==> config.mk <==
export PLATFORM = sky130hd
export DESIGN_NAME = mem_arbiter_flat
export DESIGN_NICKNAME = d
export VERILOG_FILES = /design/src/rtl/mem_arbiter_pkg.sv /design/src/rtl/mem_arbiter_if.sv /design/src/rtl/mem_arbiter_mux.sv /design/src/rtl/mem_arbiter.sv /design/src/flat_wrapper.sv
export SDC_FILE = /design/constraint.sdc
export NUM_CORES = 1
export LEC_CHECK = 0
export CORE_AREA = 2 2 124 126
export CTS_BUF_LIST = sky130_fd_sc_hd__clkbuf_8
export DETAILED_ROUTE_END_ITERATION = 10
export DIE_AREA = 0 0 126 128
export PLACE_DENSITY = 0.58
export SLEW_MARGIN = 40
export SYNTH_ARGS = -nofsm -noshare
export SYNTH_HDL_FRONTEND = slang
export SYNTH_SLANG_ARGS = --single-unit
==> constraint.sdc <==
create_clock -name clk -period 1.4 [get_ports clk]
set_input_delay 0.28 -clock clk [delete_from_list [all_inputs] [get_ports clk]]
set_output_delay 0.28 -clock clk [all_outputs]
set_load 0.05 [all_outputs]
==> src/rtl/mem_arbiter_pkg.sv <==
// mem_arbiter_pkg: shared encodings for the two-requester memory arbiter.
//   state_t - arbiter FSM states (IDLE / REQ / RESP)
//   owner_t - which requester owns the memory port (OWN_INST / OWN_DATA)
//   size_t  - request size field encoding (byte / half / word)
//   pick_owner() - fixed-priority grant with starvation override
package mem_arbiter_pkg;

    typedef enum logic [1:0] {
        S_IDLE = 2'd0,
        S_REQ  = 2'd1,
        S_RESP = 2'd2
    } state_t;

    typedef enum logic {
        OWN_INST = 1'b0,
        OWN_DATA = 1'b1
    } owner_t;

    typedef enum logic [1:0] {
        SIZE_BYTE = 2'd0,
        SIZE_HALF = 2'd1,
        SIZE_WORD = 2'd2
    } size_t;

    // Data wins unless inst is waiting and has hit the starvation limit.
    // Only meaningful when at least one request is present.
    function automatic owner_t pick_owner(input logic i_req, input logic d_req,
                                          input logic starved);
        if (d_req && !(i_req && starved))
            return OWN_DATA;
        else
            return OWN_INST;
    endfunction

endpackage

==> src/rtl/mem_arbiter_if.sv <==
// mem_arbiter_if: one request/response bus (SRAM-like handshake).
//   req/wr/size/wstrb/addr/wdata - request fields, driven by the master
//   addr_ok                     - request accepted, driven by the slave
//   data_ok/rdata               - response (read data or write ack), slave
// modport master: the side issuing requests; modport slave: the side serving.
interface mem_arbiter_if #(
    parameter int ADDR_W = 32,
    parameter int DATA_W = 32
);
    logic              req;
    logic              wr;
    logic [1:0]        size;
    logic [3:0]        wstrb;
    logic [ADDR_W-1:0] addr;
    logic [DATA_W-1:0] wdata;
    logic              addr_ok;
    logic              data_ok;
    logic [DATA_W-1:0] rdata;

    modport master (
        output req, wr, size, wstrb, addr, wdata,
        input  addr_ok, data_ok, rdata
    );

    modport slave (
        input  req, wr, size, wstrb, addr, wdata,
        output addr_ok, data_ok, rdata
    );
endinterface

==> src/rtl/mem_arbiter_mux.sv <==
// mem_arb_mux: combinational owner-select mux for the shared request fields.
//   owner          - current owner of the memory port
//   i_* / d_*      - live request fields of inst and data requesters
//   sel_*          - the owner's request fields (sel_req is ungated)
module mem_arb_mux
    import mem_arbiter_pkg::*;
#(
    parameter int ADDR_W = 32,
    parameter int DATA_W = 32
) (
    input  owner_t            owner,
    input  logic              i_req,
    input  logic              i_wr,
    input  logic [1:0]        i_size,
    input  logic [3:0]        i_wstrb,
    input  logic [ADDR_W-1:0] i_addr,
    input  logic [DATA_W-1:0] i_wdata,
    input  logic              d_req,
    input  logic              d_wr,
    input  logic [1:0]        d_size,
    input  logic [3:0]        d_wstrb,
    input  logic [ADDR_W-1:0] d_addr,
    input  logic [DATA_W-1:0] d_wdata,
    output logic              sel_req,
    output logic              sel_wr,
    output logic [1:0]        sel_size,
    output logic [3:0]        sel_wstrb,
    output logic [ADDR_W-1:0] sel_addr,
    output logic [DATA_W-1:0] sel_wdata
);
    logic is_inst;
    assign is_inst = (owner == OWN_INST);

    assign sel_req   = is_inst ? i_req   : d_req;
    assign sel_wr    = is_inst ? i_wr    : d_wr;
    assign sel_size  = is_inst ? i_size  : d_size;
    assign sel_wstrb = is_inst ? i_wstrb : d_wstrb;
    assign sel_addr  = is_inst ? i_addr  : d_addr;
    assign sel_wdata = is_inst ? i_wdata : d_wdata;
endmodule

==> src/rtl/mem_arbiter.sv <==
// mem_arbiter: arbitrates an instruction and a data requester onto one
// memory port, one outstanding transaction at a time.
//   clk, rst  - clock and synchronous active-high reset
//   i_cancel  - pipeline flush; any outstanding inst response is discarded
//   inst      - inst requester bus (slave side)
//   data      - data requester bus (slave side)
//   mem       - shared memory bus (master side)
// Data has priority; inst is forced through after STARVE_LIM consecutive
// data grants while it waits.
module mem_arbiter
    import mem_arbiter_pkg::*;
#(
    parameter int ADDR_W     = 32,
    parameter int DATA_W     = 32,
    parameter int STARVE_LIM = 4
) (
    input  logic            clk,
    input  logic            rst,
    input  logic            i_cancel,
    mem_arbiter_if.slave    inst,
    mem_arbiter_if.slave    data,
    mem_arbiter_if.master   mem
);
    localparam int CNT_W = $clog2(STARVE_LIM + 1);
    localparam logic [CNT_W-1:0] LIM = CNT_W'(STARVE_LIM);

    state_t           state;
    owner_t           owner;
    logic [CNT_W-1:0] starve_cnt;
    logic             discard;

    logic              sel_req;
    logic              sel_wr;
    logic [1:0]        sel_size;
    logic [3:0]        sel_wstrb;
    logic [ADDR_W-1:0] sel_addr;
    logic [DATA_W-1:0] sel_wdata;

    mem_arb_mux #(
        .ADDR_W (ADDR_W),
        .DATA_W (DATA_W)
    ) u_mux (
        .owner     (owner),
        .i_req     (inst.req),
        .i_wr      (inst.wr),
        .i_size    (inst.size),
        .i_wstrb   (inst.wstrb),
        .i_addr    (inst.addr),
        .i_wdata   (inst.wdata),
        .d_req     (data.req),
        .d_wr      (data.wr),
        .d_size    (data.size),
        .d_wstrb   (data.wstrb),
        .d_addr    (data.addr),
        .d_wdata   (data.wdata),
        .sel_req   (sel_req),
        .sel_wr    (sel_wr),
        .sel_size  (sel_size),
        .sel_wstrb (sel_wstrb),
        .sel_addr  (sel_addr),
        .sel_wdata (sel_wdata)
    );

    owner_t grant;
    logic   inst_cancel;
    logic   in_req;
    logic   in_resp;
    logic   m_req;
    logic   addr_hs;
    logic   drop_resp;

    assign grant       = pick_owner(inst.req, data.req, starve_cnt == LIM);
    assign inst_cancel = i_cancel && (owner == OWN_INST);

    // Handshakes are combinational decodes of the registered state so that
    // addr_ok/data_ok land in the same cycle as the memory's handshake.
    assign in_req    = !rst && (state == S_REQ);
    assign in_resp   = !rst && (state == S_RESP);
    assign m_req     = in_req && sel_req;
    assign addr_hs   = m_req && mem.addr_ok;
    // A cancel in the completing cycle suppresses the response as well.
    assign drop_resp = discard || inst_cancel;

    assign mem.req   = m_req;
    assign mem.wr    = sel_wr;
    assign mem.size  = sel_size;
    assign mem.wstrb = sel_wstrb;
    assign mem.addr  = sel_addr;
    assign mem.wdata = sel_wdata;

    assign inst.addr_ok = addr_hs && (owner == OWN_INST);
    assign data.addr_ok = addr_hs && (owner == OWN_DATA);
    assign inst.data_ok = in_resp && mem.data_ok && (owner == OWN_INST) && !drop_resp;
    assign data.data_ok = in_resp && mem.data_ok && (owner == OWN_DATA);
    assign inst.rdata   = (!rst && owner == OWN_INST) ? mem.rdata : '0;
    assign data.rdata   = (!rst && owner == OWN_DATA) ? mem.rdata : '0;

    always_ff @(posedge clk) begin
        if (rst) begin
            state      <= S_IDLE;
            owner      <= OWN_DATA;
            starve_cnt <= '0;
            discard    <= 1'b0;
        end else begin
            case (state)
                S_IDLE: begin
                    if (inst.req || data.req) begin
                        owner <= grant;
                        state <= S_REQ;
                        if (grant == OWN_INST || !inst.req)
                            starve_cnt <= '0;
                        else if (starve_cnt != LIM)
                            starve_cnt <= starve_cnt + 1'b1;
                    end
                end
                S_REQ: begin
                    if (!sel_req) begin
                        state <= S_IDLE;
                    end else if (mem.addr_ok) begin
                        state <= S_RESP;
                        if (inst_cancel)
                            discard <= 1'b1;
                    end else if (inst_cancel) begin
                        state <= S_IDLE;
                    end
                end
                S_RESP: begin
                    if (mem.data_ok) begin
                        state   <= S_IDLE;
                        discard <= 1'b0;
                    end else if (inst_cancel) begin
                        discard <= 1'b1;
                    end
                end
                default: state <= S_IDLE;
            endcase
        end
    end
endmodule

==> src/flat_wrapper.sv <==
// flat-port wrapper written by rule: the top's interface ports become plain ports
module mem_arbiter_flat import mem_arbiter_pkg::*;
#(
    parameter int ADDR_W     = 32,
    parameter int DATA_W     = 32,
    parameter int STARVE_LIM = 4
)
  (clk, rst, i_cancel, inst_req, inst_wr, inst_size, inst_wstrb, inst_addr, inst_wdata, inst_addr_ok, inst_data_ok, inst_rdata, data_req, data_wr, data_size, data_wstrb, data_addr, data_wdata, data_addr_ok, data_data_ok, data_rdata, mem_req, mem_wr, mem_size, mem_wstrb, mem_addr, mem_wdata, mem_addr_ok, mem_data_ok, mem_rdata);
  mem_arbiter_if #(.ADDR_W(ADDR_W), .DATA_W(DATA_W)) inst_i ();
  mem_arbiter_if #(.ADDR_W(ADDR_W), .DATA_W(DATA_W)) data_i ();
  mem_arbiter_if #(.ADDR_W(ADDR_W), .DATA_W(DATA_W)) mem_i ();
  input  logic clk;
  input  logic rst;
  input  logic i_cancel;
  input wire logic [$bits(inst_i.req)-1:0] inst_req;
  input wire logic [$bits(inst_i.wr)-1:0] inst_wr;
  input wire logic [$bits(inst_i.size)-1:0] inst_size;
  input wire logic [$bits(inst_i.wstrb)-1:0] inst_wstrb;
  input wire logic [$bits(inst_i.addr)-1:0] inst_addr;
  input wire logic [$bits(inst_i.wdata)-1:0] inst_wdata;
  output wire logic [$bits(inst_i.addr_ok)-1:0] inst_addr_ok;
  output wire logic [$bits(inst_i.data_ok)-1:0] inst_data_ok;
  output wire logic [$bits(inst_i.rdata)-1:0] inst_rdata;
  input wire logic [$bits(data_i.req)-1:0] data_req;
  input wire logic [$bits(data_i.wr)-1:0] data_wr;
  input wire logic [$bits(data_i.size)-1:0] data_size;
  input wire logic [$bits(data_i.wstrb)-1:0] data_wstrb;
  input wire logic [$bits(data_i.addr)-1:0] data_addr;
  input wire logic [$bits(data_i.wdata)-1:0] data_wdata;
  output wire logic [$bits(data_i.addr_ok)-1:0] data_addr_ok;
  output wire logic [$bits(data_i.data_ok)-1:0] data_data_ok;
  output wire logic [$bits(data_i.rdata)-1:0] data_rdata;
  output wire logic [$bits(mem_i.req)-1:0] mem_req;
  output wire logic [$bits(mem_i.wr)-1:0] mem_wr;
  output wire logic [$bits(mem_i.size)-1:0] mem_size;
  output wire logic [$bits(mem_i.wstrb)-1:0] mem_wstrb;
  output wire logic [$bits(mem_i.addr)-1:0] mem_addr;
  output wire logic [$bits(mem_i.wdata)-1:0] mem_wdata;
  input wire logic [$bits(mem_i.addr_ok)-1:0] mem_addr_ok;
  input wire logic [$bits(mem_i.data_ok)-1:0] mem_data_ok;
  input wire logic [$bits(mem_i.rdata)-1:0] mem_rdata;
  assign inst_i.req = inst_req;
  assign inst_i.wr = inst_wr;
  assign inst_i.size = inst_size;
  assign inst_i.wstrb = inst_wstrb;
  assign inst_i.addr = inst_addr;
  assign inst_i.wdata = inst_wdata;
  assign inst_addr_ok = inst_i.addr_ok;
  assign inst_data_ok = inst_i.data_ok;
  assign inst_rdata = inst_i.rdata;
  assign data_i.req = data_req;
  assign data_i.wr = data_wr;
  assign data_i.size = data_size;
  assign data_i.wstrb = data_wstrb;
  assign data_i.addr = data_addr;
  assign data_i.wdata = data_wdata;
  assign data_addr_ok = data_i.addr_ok;
  assign data_data_ok = data_i.data_ok;
  assign data_rdata = data_i.rdata;
  assign mem_req = mem_i.req;
  assign mem_wr = mem_i.wr;
  assign mem_size = mem_i.size;
  assign mem_wstrb = mem_i.wstrb;
  assign mem_addr = mem_i.addr;
  assign mem_wdata = mem_i.wdata;
  assign mem_i.addr_ok = mem_addr_ok;
  assign mem_i.data_ok = mem_data_ok;
  assign mem_i.rdata = mem_rdata;
  mem_arbiter #(.ADDR_W(ADDR_W), .DATA_W(DATA_W), .STARVE_LIM(STARVE_LIM)) u_core (.clk(clk), .rst(rst), .i_cancel(i_cancel), .inst(inst_i), .data(data_i), .mem(mem_i));
endmodule
==> results.sh <==
export IMPL_syn_num_nets=389
export IMPL_p_comb_frac=0.860
export IMPL_routed_wl_um=13300
export IMPL_syn_area_um2=1800
export IMPL_synth_area_leaders="mux2_2 40%, and2_1 23%, dfxtp_1 7.8%"
export IMPL_drc=0
export IMPL_start_kind="flop"
export IMPL_reg2reg_from="u_core.owner"
export IMPL_post_drt_via_cell_ratio=3.96
export IMPL_synth_edff_count=0
export IMPL_r2r_slack_ns=0.04
export IMPL_clock_sinks=7
export IMPL_grt_antenna_before_repair=0
export IMPL_skew_ns=0.00207
export IMPL_synth_top_area_cell="mux2_2"
export IMPL_async_flop_share=0
export IMPL_num_vias=2910
export IMPL_crit_path_frequent_cell="buf_6"
export IMPL_irDropWorstVdd_mv=0.382
export IMPL_drt_iter0_drc=58
export IMPL_grt_pass1_vias=3031
export IMPL_htreeDepth=1
export IMPL_cts_tree="built"
export IMPL_worst_slack_ns=-0.384
export IMPL_numCtsBuffers=3
export IMPL_grt_max_degree=33
export IMPL_path_cells="buf_6 -> nor2b_4 -> buf_6 -> buf_16 -> and2_4 -> buf_12"
export IMPL_finalHoldViolCount=0
export IMPL_num_rows=45
export IMPL_rr_worst_depth=6
export IMPL_root_buffer="clkbuf_8"
export IMPL_pwr_share_seq=0.059
export IMPL_hold_path_end="u_core.starve_cnt[2]"
export IMPL_core_area_um2=14900
export IMPL_hp_class="reg -> reg"
export IMPL_period_minus_slack_ns=1.78
export IMPL_critical_path_max_stage_delay_ns=0.38
export IMPL_tightest_slew_ns=0.401
export IMPL_nets=730
export IMPL_cp_required_ns=1.12
export IMPL_power_density_nw_per_um2=530
export IMPL_overflow=0
export IMPL_swShare=0.433
export IMPL_gp_congestion=0.815
export IMPL_placed_area_um2=6360
export IMPL_synth_seq_area_share=0.0779
export IMPL_worstReg2RegEnd="u_core.state[0]"
export IMPL_synth_top_area_frac=0.401
export IMPL_synth_seq_cells=7
export IMPL_synth_ff_type="dfxtp_1"
export IMPL_num_io_pins=321
export IMPL_grt_usage=0.150
export IMPL_outcome="finished with violations"
export IMPL_whs_path_depth=2
export IMPL_violations="setup timing"
export IMPL_path_class="reg -> out"
export IMPL_hold_start="u_core.starve_cnt[2]"
export IMPL_ys_warn_count=0
export IMPL_clk_pin_slew_worst_paths_ns=0.05
export IMPL_synthCells=206
export IMPL_dp_slack_ns=-0.431
export IMPL_p_switching_mw=1.63
export IMPL_ctsLongestPathBuffers=2
export IMPL_finalPower_mw=3.76
export IMPL_layout_drive_gt1_share=0.599
export IMPL_endpoint_kind="primary output"
export IMPL_crit_slowest_cell="dfxtp_4"
export IMPL_achievable_frequency_ghz=0.561
export IMPL_grt_pass1_wl_um=18800
export IMPL_clk_insertion_delay_late_ns=0.24
export IMPL_crit_fanout=8
export IMPL_die_w_um=126
export IMPL_clkPwrFrac=0.081
export IMPL_syn2layout_area_growth_pct=294
export IMPL_synth_distinct_cells=30
export IMPL_drtPass1Iterations=4
export IMPL_cp_arrival_ns=1.50
export IMPL_fp_dieArea_um2=16100
export IMPL_ant_nets=0
export IMPL_slew_headroom=0.729
export IMPL_antenna_cells=0
export IMPL_numPortBuffers=320
export IMPL_start_util=0.121
export IMPL_rsz0062_at_grt="yes"
export IMPL_avgSynthCellArea_um2=8.73
export IMPL_wl_per_cell_um=18.1
export IMPL_maxCapViolCount=0
export IMPL_p_int_mw=2.13
export IMPL_die_h_um=128
export IMPL_finalInstanceArea_um2=7090
export IMPL_place_hpwl_um=10800
export IMPL_p_leak_nw=3.18
export IMPL_setup_viol=140
export IMPL_period_share=1.27
export IMPL_synthTopCellsByCount="65 x and2_1, 64 x mux2_2, 8 x mux2_4"
export IMPL_drv_slew=0
export IMPL_synth_most_common_cell="and2_1"
how the worst max path moves through the flow:
stage | from | to | cells past startpoint
2_1_floorplan | u_core.owner | data_addr_ok | 4
3_3_place_gp | inst_req | inst_addr_ok | 5
3_5_place_dp | inst_req | inst_addr_ok | 5
4_1_cts | u_core.owner | data_rdata[1] | 6
5_1_grt | u_core.owner | data_rdata[1] | 6
6_report | u_core.owner | data_rdata[28] | 6
layer usage:
| metal | track usage | share of wire | vias up |
|---|---|---|---|
| met3 | 0.0217 | 0.055 | 8 |
| met5 | 0 | 0 | - |
| met2 | 0.304 | 0.57 | 163 |
| li1 | - | - | 1400 |
| met1 | 0.168 | 0.37 | 1339 |
| met4 | 0.0200 | 0.0079 | 0 |
power by group through the flow:
stage          registers, mW  clock network (mW)  logic, mW
5_1_grt                0.224               0.324       3.34
3_5_place_dp           0.229                   0       2.88
3_3_place_gp           0.229                   0       2.85
2_1_floorplan          0.216                   0       1.48
6_report               0.222               0.303       3.23
4_1_cts                0.221               0.302       3.21
cell usage in the layout (no fill, tap or decap), drive strengths merged:
master,synthesis,routed
o311ai,1,1
nand2,2,2
dlygate4sd2,0,4
nor4b,1,1
a2111oi,1,1
nand4b,1,1
inv,5,6
and2,65,65
clkbuf,6,5
clkdlybuf4s50,0,176
dfxtp,7,7
nor3,1,1
o211ai,2,2
a21oi,6,6
buf,13,173
ha,2,2
nand4,3,3
nand3b,3,3
nor4bb,1,1
o21ai,1,1
o31ai,2,2
mux2,72,72
o41ai,2,2
nor2b,3,3
nor2,6,6
cell type report:
class                      instances  area [um2]
inverter                           5        18.8
sequential                         7         146
timing repair buffer             355        4730
clock inverter                     1        3.75
fill                            1326        7770
tap                              188         235
clock buffer                       3        41.3
multi-input combinational        175        1910
stage by stage:
stage | hold slack, ns | std cells | setup TNS (ns) | util
3_5_place_dp | 0.474 | 716 | -30.85 | 0.428
6_report | 0.483 | 734 | -43.79 | 0.477
3_3_place_gp | 0.465 | 716 | -30.06 | 0.428
5_1_grt | 0.491 | 734 | -51.47 | 0.477
4_1_cts | 0.479 | 730 | -43.37 | 0.470
2_1_floorplan | 0.384 | 206 | -3.77 | -
critical path: cells and delay by family, from the launching register on:
kind / cells / cell delay [ns]
AND/OR/NAND/NOR: 2 / 0.33
buffers and inverters: 4 / 0.54
flip-flops: 1 / 0.38
timing repair:
action | CTS | global route
gates resized for setup | 125 | 10
cloned | 5 | 2
pin swaps | 34 | 1
setup buffers | 6 | 2
hold buffers | 0 | 0
endpoints found under the setup margin | 140 | 141
logic make-up (layout without fill, tap and decap cells):
group | count (synthesis) | count (layout) | synth area share
fa+ha+maj | 2 | 2 | 0.0139
compound gates | 15 | 15 | 0.0598
flops | 7 | 7 | 0.0779
simple gates | 86 | 86 | 0.299
buf+inv | 24 | 364 | 0.0814
mux | 72 | 72 | 0.468
flip-flops by register name, indices dropped and copies added, names as in the netlist:
register / cells
u_core.state: 2
u_core.owner: 1
u_core.discard: 1
u_core.starve_cnt: 3
Note: power is estimated with default switching activity, not from simulation.
